File: src/rtl/detector_jogada.sv
// Player-key conditioning: 2-flop synchroniser, debounce FSM and one-hot validation
// that turns one physical key press into one play strobe. Optional DETECTOR_TIMEOUT_EN.
module detector_jogada #(
  parameter int DEBOUNCE_CYCLES = 50000,
  parameter int CW = $clog2(DEBOUNCE_CYCLES + 1)
`ifdef DETECTOR_TIMEOUT_EN
  ,
  parameter int TIMEOUT_CYCLES = 250000000
`endif
) (
  input  logic       clock,
  input  logic       reset,
  input  logic [3:0] chaves,
  input  logic       limpa,
  output logic       jogada_feita,
  output logic [3:0] jogada,
  output logic       multipla,
  output logic       db_tem_jogada,
`ifdef DETECTOR_TIMEOUT_EN
  output logic       timeout,
`endif
  output logic [1:0] db_estado
);

  typedef enum logic [1:0] {
    OCIOSO      = 2'd0,
    FILTRA      = 2'd1,
    PRESSIONADO = 2'd2,
    SOLTA       = 2'd3
  } estado_t;

  localparam logic [CW-1:0] CNT_MAX = CW'(DEBOUNCE_CYCLES - 1);
  localparam logic [CW-1:0] CNT_ONE = CW'(1);

  estado_t       state_q, state_d;
  logic [3:0]    sync1_q, sync2_q;
  logic [3:0]    cand_q, cand_d;
  logic [CW-1:0] count_q, count_d;
  logic [3:0]    jogada_q, jogada_d;
  logic          feita_q, feita_d;
  logic          mult_q, mult_d;
  logic [3:0]    s;
  logic          cand_onehot;

  assign s = sync2_q;
  assign cand_onehot = (cand_q != 4'd0) && ((cand_q & (cand_q - 4'd1)) == 4'd0);

  always_ff @(posedge clock or posedge reset) begin
    if (reset) begin
      sync1_q  <= 4'd0;
      sync2_q  <= 4'd0;
      state_q  <= OCIOSO;
      cand_q   <= 4'd0;
      count_q  <= '0;
      jogada_q <= 4'd0;
      feita_q  <= 1'b0;
      mult_q   <= 1'b0;
    end else begin
      sync1_q  <= chaves;
      sync2_q  <= sync1_q;
      state_q  <= state_d;
      cand_q   <= cand_d;
      count_q  <= count_d;
      jogada_q <= jogada_d;
      feita_q  <= feita_d;
      mult_q   <= mult_d;
    end
  end

  always_comb begin
    state_d  = state_q;
    cand_d   = cand_q;
    count_d  = count_q;
    jogada_d = jogada_q;
    feita_d  = 1'b0;
    mult_d   = 1'b0;
    if (limpa) begin
      // A key still held when the play is cleared must be released before it counts again.
      jogada_d = 4'd0;
      count_d  = '0;
      state_d  = (s == 4'd0) ? OCIOSO : PRESSIONADO;
    end else begin
      case (state_q)
        OCIOSO: begin
          if (s != 4'd0) begin
            cand_d  = s;
            count_d = CNT_ONE;
            state_d = FILTRA;
          end
        end
        FILTRA: begin
          if (s == 4'd0) begin
            state_d = OCIOSO;
          end else if (s != cand_q) begin
            cand_d  = s;
            count_d = CNT_ONE;
          end else if (count_q == CNT_MAX) begin
            state_d = PRESSIONADO;
            if (cand_onehot) begin
              jogada_d = cand_q;
              feita_d  = 1'b1;
            end else begin
              mult_d = 1'b1;
            end
          end else begin
            count_d = count_q + CNT_ONE;
          end
        end
        PRESSIONADO: begin
          if (s == 4'd0) begin
            count_d = CNT_ONE;
            state_d = SOLTA;
          end
        end
        SOLTA: begin
          if (s != 4'd0) begin
            state_d = PRESSIONADO;
          end else if (count_q == CNT_MAX) begin
            state_d = OCIOSO;
          end else begin
            count_d = count_q + CNT_ONE;
          end
        end
        default: state_d = OCIOSO;
      endcase
    end
  end

  assign jogada_feita  = feita_q;
  assign jogada        = jogada_q;
  assign multipla      = mult_q;
  assign db_tem_jogada = |s;
  assign db_estado     = state_q;

`ifdef DETECTOR_TIMEOUT_EN
  localparam int TW = $clog2(TIMEOUT_CYCLES + 1);
  localparam logic [TW-1:0] TO_MAX = TW'(TIMEOUT_CYCLES - 1);

  logic [TW-1:0] to_cnt_q, to_cnt_d;
  logic          to_done_q, to_done_d;
  logic          timeout_q, timeout_d;

  always_ff @(posedge clock or posedge reset) begin
    if (reset) begin
      to_cnt_q  <= '0;
      to_done_q <= 1'b0;
      timeout_q <= 1'b0;
    end else begin
      to_cnt_q  <= to_cnt_d;
      to_done_q <= to_done_d;
      timeout_q <= timeout_d;
    end
  end

  // Runs until a play is accepted or the timeout has fired once; limpa re-arms it.
  always_comb begin
    to_cnt_d  = to_cnt_q;
    to_done_d = to_done_q;
    timeout_d = 1'b0;
    if (limpa) begin
      to_cnt_d  = '0;
      to_done_d = 1'b0;
    end else if (!to_done_q) begin
      if (feita_d || mult_d) begin
        to_done_d = 1'b1;
      end else if (to_cnt_q == TO_MAX) begin
        timeout_d = 1'b1;
        to_done_d = 1'b1;
      end else begin
        to_cnt_d = to_cnt_q + TW'(1);
      end
    end
  end

  assign timeout = timeout_q;
`endif

endmodule

File: config.mk
export PLATFORM = sky130hd
export DESIGN_NAME = detector_jogada
export DESIGN_NICKNAME = d
export VERILOG_FILES = /design/src/rtl/detector_jogada.sv
export SDC_FILE = /design/constraint.sdc
export NUM_CORES = 1
export LEC_CHECK = 0
export ABC_AREA = 1
export CAP_MARGIN = 30
export CORE_ASPECT_RATIO = 0.7
export CORE_MARGIN = 3
export CORE_UTILIZATION = 57
export CTS_BUF_LIST = sky130_fd_sc_hd__clkbuf_8
export DETAILED_ROUTE_END_ITERATION = 10
export PLACE_DENSITY = 0.78
export SETUP_SLACK_MARGIN = 0.05
export SLEW_MARGIN = 5
export SYNTH_ARGS = -nofsm -noshare
export SYNTH_HDL_FRONTEND = slang
export SYNTH_SLANG_ARGS = --single-unit
export TNS_END_PERCENT = 100
File: constraint.sdc
create_clock -name clock -period 3.07 [get_ports clock]
set_input_delay 0.4605 -clock clock [delete_from_list [all_inputs] [get_ports clock]]
set_output_delay 0.4605 -clock clock [all_outputs]
set_load 0.02 [all_outputs]
==> flow_summary.json <==
{
  "status": "finished, final reports clean",
  "root_buffer": "clkbuf_8",
  "numCtsBuffers": 5,
  "syn_nets": 304,
  "stdcell_area_mm2": 0.00241,
  "timing_worst_setup_path_type": "reg -> out",
  "grt_pass1_vias": 1666,
  "max_cap_violations": 0,
  "timing.slew.headroom": 0.696,
  "netlist_area_mm2": 0.00211,
  "yosys_warnings": 0,
  "synthAdderAreaFrac": 0.00592,
  "skew_ns": 0.00345,
  "wl_per_cell_um": 11.8,
  "cp_data_required_time_ns": 2.61,
  "synth_top_family_by_area": "simple AND/OR/NAND/NOR gates",
  "wl_met2_um": 1640,
  "worstSetupEndpointType": "output port",
  "yosys.area_share.xor_xnor": 0.0124,
  "cts_sinks": 36,
  "cp_max_fo": 7,
  "io_pins": 16,
  "placed_area_mm2": 0.00230,
  "min_from": "sync1_q[3]$_DFF_PP0_",
  "critical_path.endpoint": "db_tem_jogada",
  "finalWirelength_um": 4290,
  "wl_met3_um": 333,
  "r2r_slack_ns": 1.32,
  "synthMuxAreaShare": 0,
  "synthDistinctLibCells": 26,
  "cts_setup_buffers": 0,
  "io_buffers": 15,
  "core_area_mm2": 0.00334,
  "hold_violations": 0,
  "grt_max_degree": 37,
  "crit_start": "s[0]$_DFF_PP0_",
  "min_period_ns": 2.06,
  "min_period_over_period": 0.671,
  "yosysSeqAreaShare": 0.427,
  "num_rows": 17,
  "ctsResizeCount": 0,
  "ys_seq_elements": 36,
  "vias": 1883,
  "synth-main-ff-cell": "dfrtp_1",
  "dr.max_layer_used": "met4",
  "synthCells": 296,
  "first_pass_iters": 4,
  "yosys.area_share.simple": 0.419,
  "dp_hpwl_um": 3220,
  "die_height_um": 56.9,
  "p_leak_nw": 1.22,
  "gr-usage-all-layers": 0.220,
  "drc": 0,
  "htreeDepth": 2,
  "slew_violations": 0,
  "postCtsHoldBufs": 0,
  "syn2layout_area_growth_pct": 14.0,
  "die_area_mm2": 0.00448,
  "dieWidth_um": 78.8,
  "viasPerCell": 5.19,
  "cts_tree": "done",
  "path_cells": "nor2_2, nand2_2, clkdlybuf4s50_1",
  "syn_avg_cell_area_um2": 7.14,
  "overflow": 0,
  "nNetsFinal": 323,
  "setup_viol": 0,
  "final_antenna_net_count": 0,
  "r2r_cells": 7,
  "setup_tns_ns": 0,
  "p_per_area_mw_per_mm2": 642,
  "path_clk_slew_ns": 0.07,
  "antenna_found_initial": 0,
  "clk_latency_ns": 0.29,
  "final_util": 0.721,
  "r2r_start": "s[0]$_DFF_PP0_",
  "r2r-end": "count_q[14]$_DFFE_PP0P_",
  "globalplace.congestion": 0.877,
  "wl_met1_um": 2260,
  "hold_class": "reg -> reg",
  "synthArstFlopShare": 1.00,
  "rsz0062_at_grt": "false",
  "worst_slew_pin_slew_ns": 0.455,
  "critPathLaunchType": "register",
  "diodes": 0,
  "cp_slowest_cell": "clkdlybuf4s50_1",
  "cp_slowest_stage_delay_ns": 0.57,
  "synth-edff-count": 0,
  "drtIter0Drc": 168,
  "vdd_drop_max_uv": 478,
  "synth_compound_area_frac": 0.0563,
  "start_util": 0.632,
  "fmax_mhz": 485,
  "arrival_ns": 1.60,
  "cts_buffer_depth": 2,
  "grt_pass1_wl_um": 7720,
  "layout-drive-gt1-share": 0.108
}
per-stage QoR:
step | hold slack (ns) | std cells | setup slack, ns | total power [mW]
after floorplan | 0.331 | 296 | 1.66 | 1.03
after global placement | 0.332 | 355 | 1.02 | 1.13
after detailed placement | 0.336 | 355 | 0.944 | 1.15
after CTS | 0.352 | 363 | 1.01 | 1.56
after global routing | 0.357 | 363 | 0.949 | 1.66
final | 0.351 | 363 | 1.01 | 1.54
cell usage after synthesis (3+ instances only):
master    number  share of area
a21oi_1        5          0.012
a21oi_2        3          0.012
dfrtp_1       36           0.43
inv_1         34          0.060
inv_2          3         0.0053
nand2_1      105           0.19
nand2_2        5          0.015
nand3_1       23          0.055
nand4_1       15          0.044
nor2_1        30          0.053
nor2_2         6          0.018
o21ai_0        5          0.012
o21ai_1        4         0.0095
o21bai_1       3          0.011
or2_2          3         0.0089
worst min-delay path by stage:
stage	endpoint	slack, ns	cells after the start
after floorplan	s[0]$_DFF_PP0_	0.33	0
after global placement	s[2]$_DFF_PP0_	0.33	0
after detailed placement	s[3]$_DFF_PP0_	0.34	0
after CTS	s[3]$_DFF_PP0_	0.35	0
after global routing	s[3]$_DFF_PP0_	0.36	0
final	s[3]$_DFF_PP0_	0.35	0
cell families (layout without fill, tap and decap cells):
kind of cell | count (synthesis) | in the layout
buf+inv | 41 | 61
xor+xnor | 3 | 3
compound gates | 20 | 20
simple gates | 195 | 195
fa+ha+maj | 1 | 1
flops | 36 | 36
state kept, by name (all words and copies together), names as in the netlist, named ones only:
signal,count
jogada_feita,1
s,4
db_estado,1
jogada,4
multipla,1
cand_q,4
sync1_q,4
count_q,16
placed cells by master, fill, tap and decap left out:
cell type and instances:
nand2_1 105, dfrtp_1 36, inv_1 35, nor2_1 30
nand3_1 23, nand4_1 15, clkdlybuf4s50_1 15, nor2_2 6
nand2_2 5, a21oi_1 5, o21ai_0 5, clkbuf_8 5
o21ai_1 4, inv_2 3, a21oi_2 3, or2_2 3
o21bai_1 3, nor2_4 2, xnor2_1 2, nand2_4 2
nor3_1 2, nand3_2 1, nand3_4 1, xor2_1 1
ha_1 1, bufinv_16 1, clkinv_2 1, buf_4 1
layout make-up:
cell class	instances	area (µm²)
sequential	36	901
tap	47	58.8
clock buffer	5	68.8
clock inverter	3	38.8
timing repair buffer	16	158
multi-input combinational	219	1040
fill	288	932
inverter	37	139
where the power goes:
group | switching, mW | internal [mW]
clock | 0.167 | 0.238
combinational | 0.343 | 0.175
sequential | 0.0912 | 0.531
total | 0.601 | 0.944
worst max-delay path: cells and delay by family (launching register included):
family                 cells  cell delay (ns)
and+or+nand+nor            2             0.33
buffers and inverters      1             0.57
DFF                        1             0.41
routing by layer:
metal / up-vias / global-route usage
met5: - / 0
met4: 0 / 0.0798
met3: 7 / 0.0536
met2: 57 / 0.293
met1: 851 / 0.342
li1: 968 / -
Power figures use the tool's default switching activity.
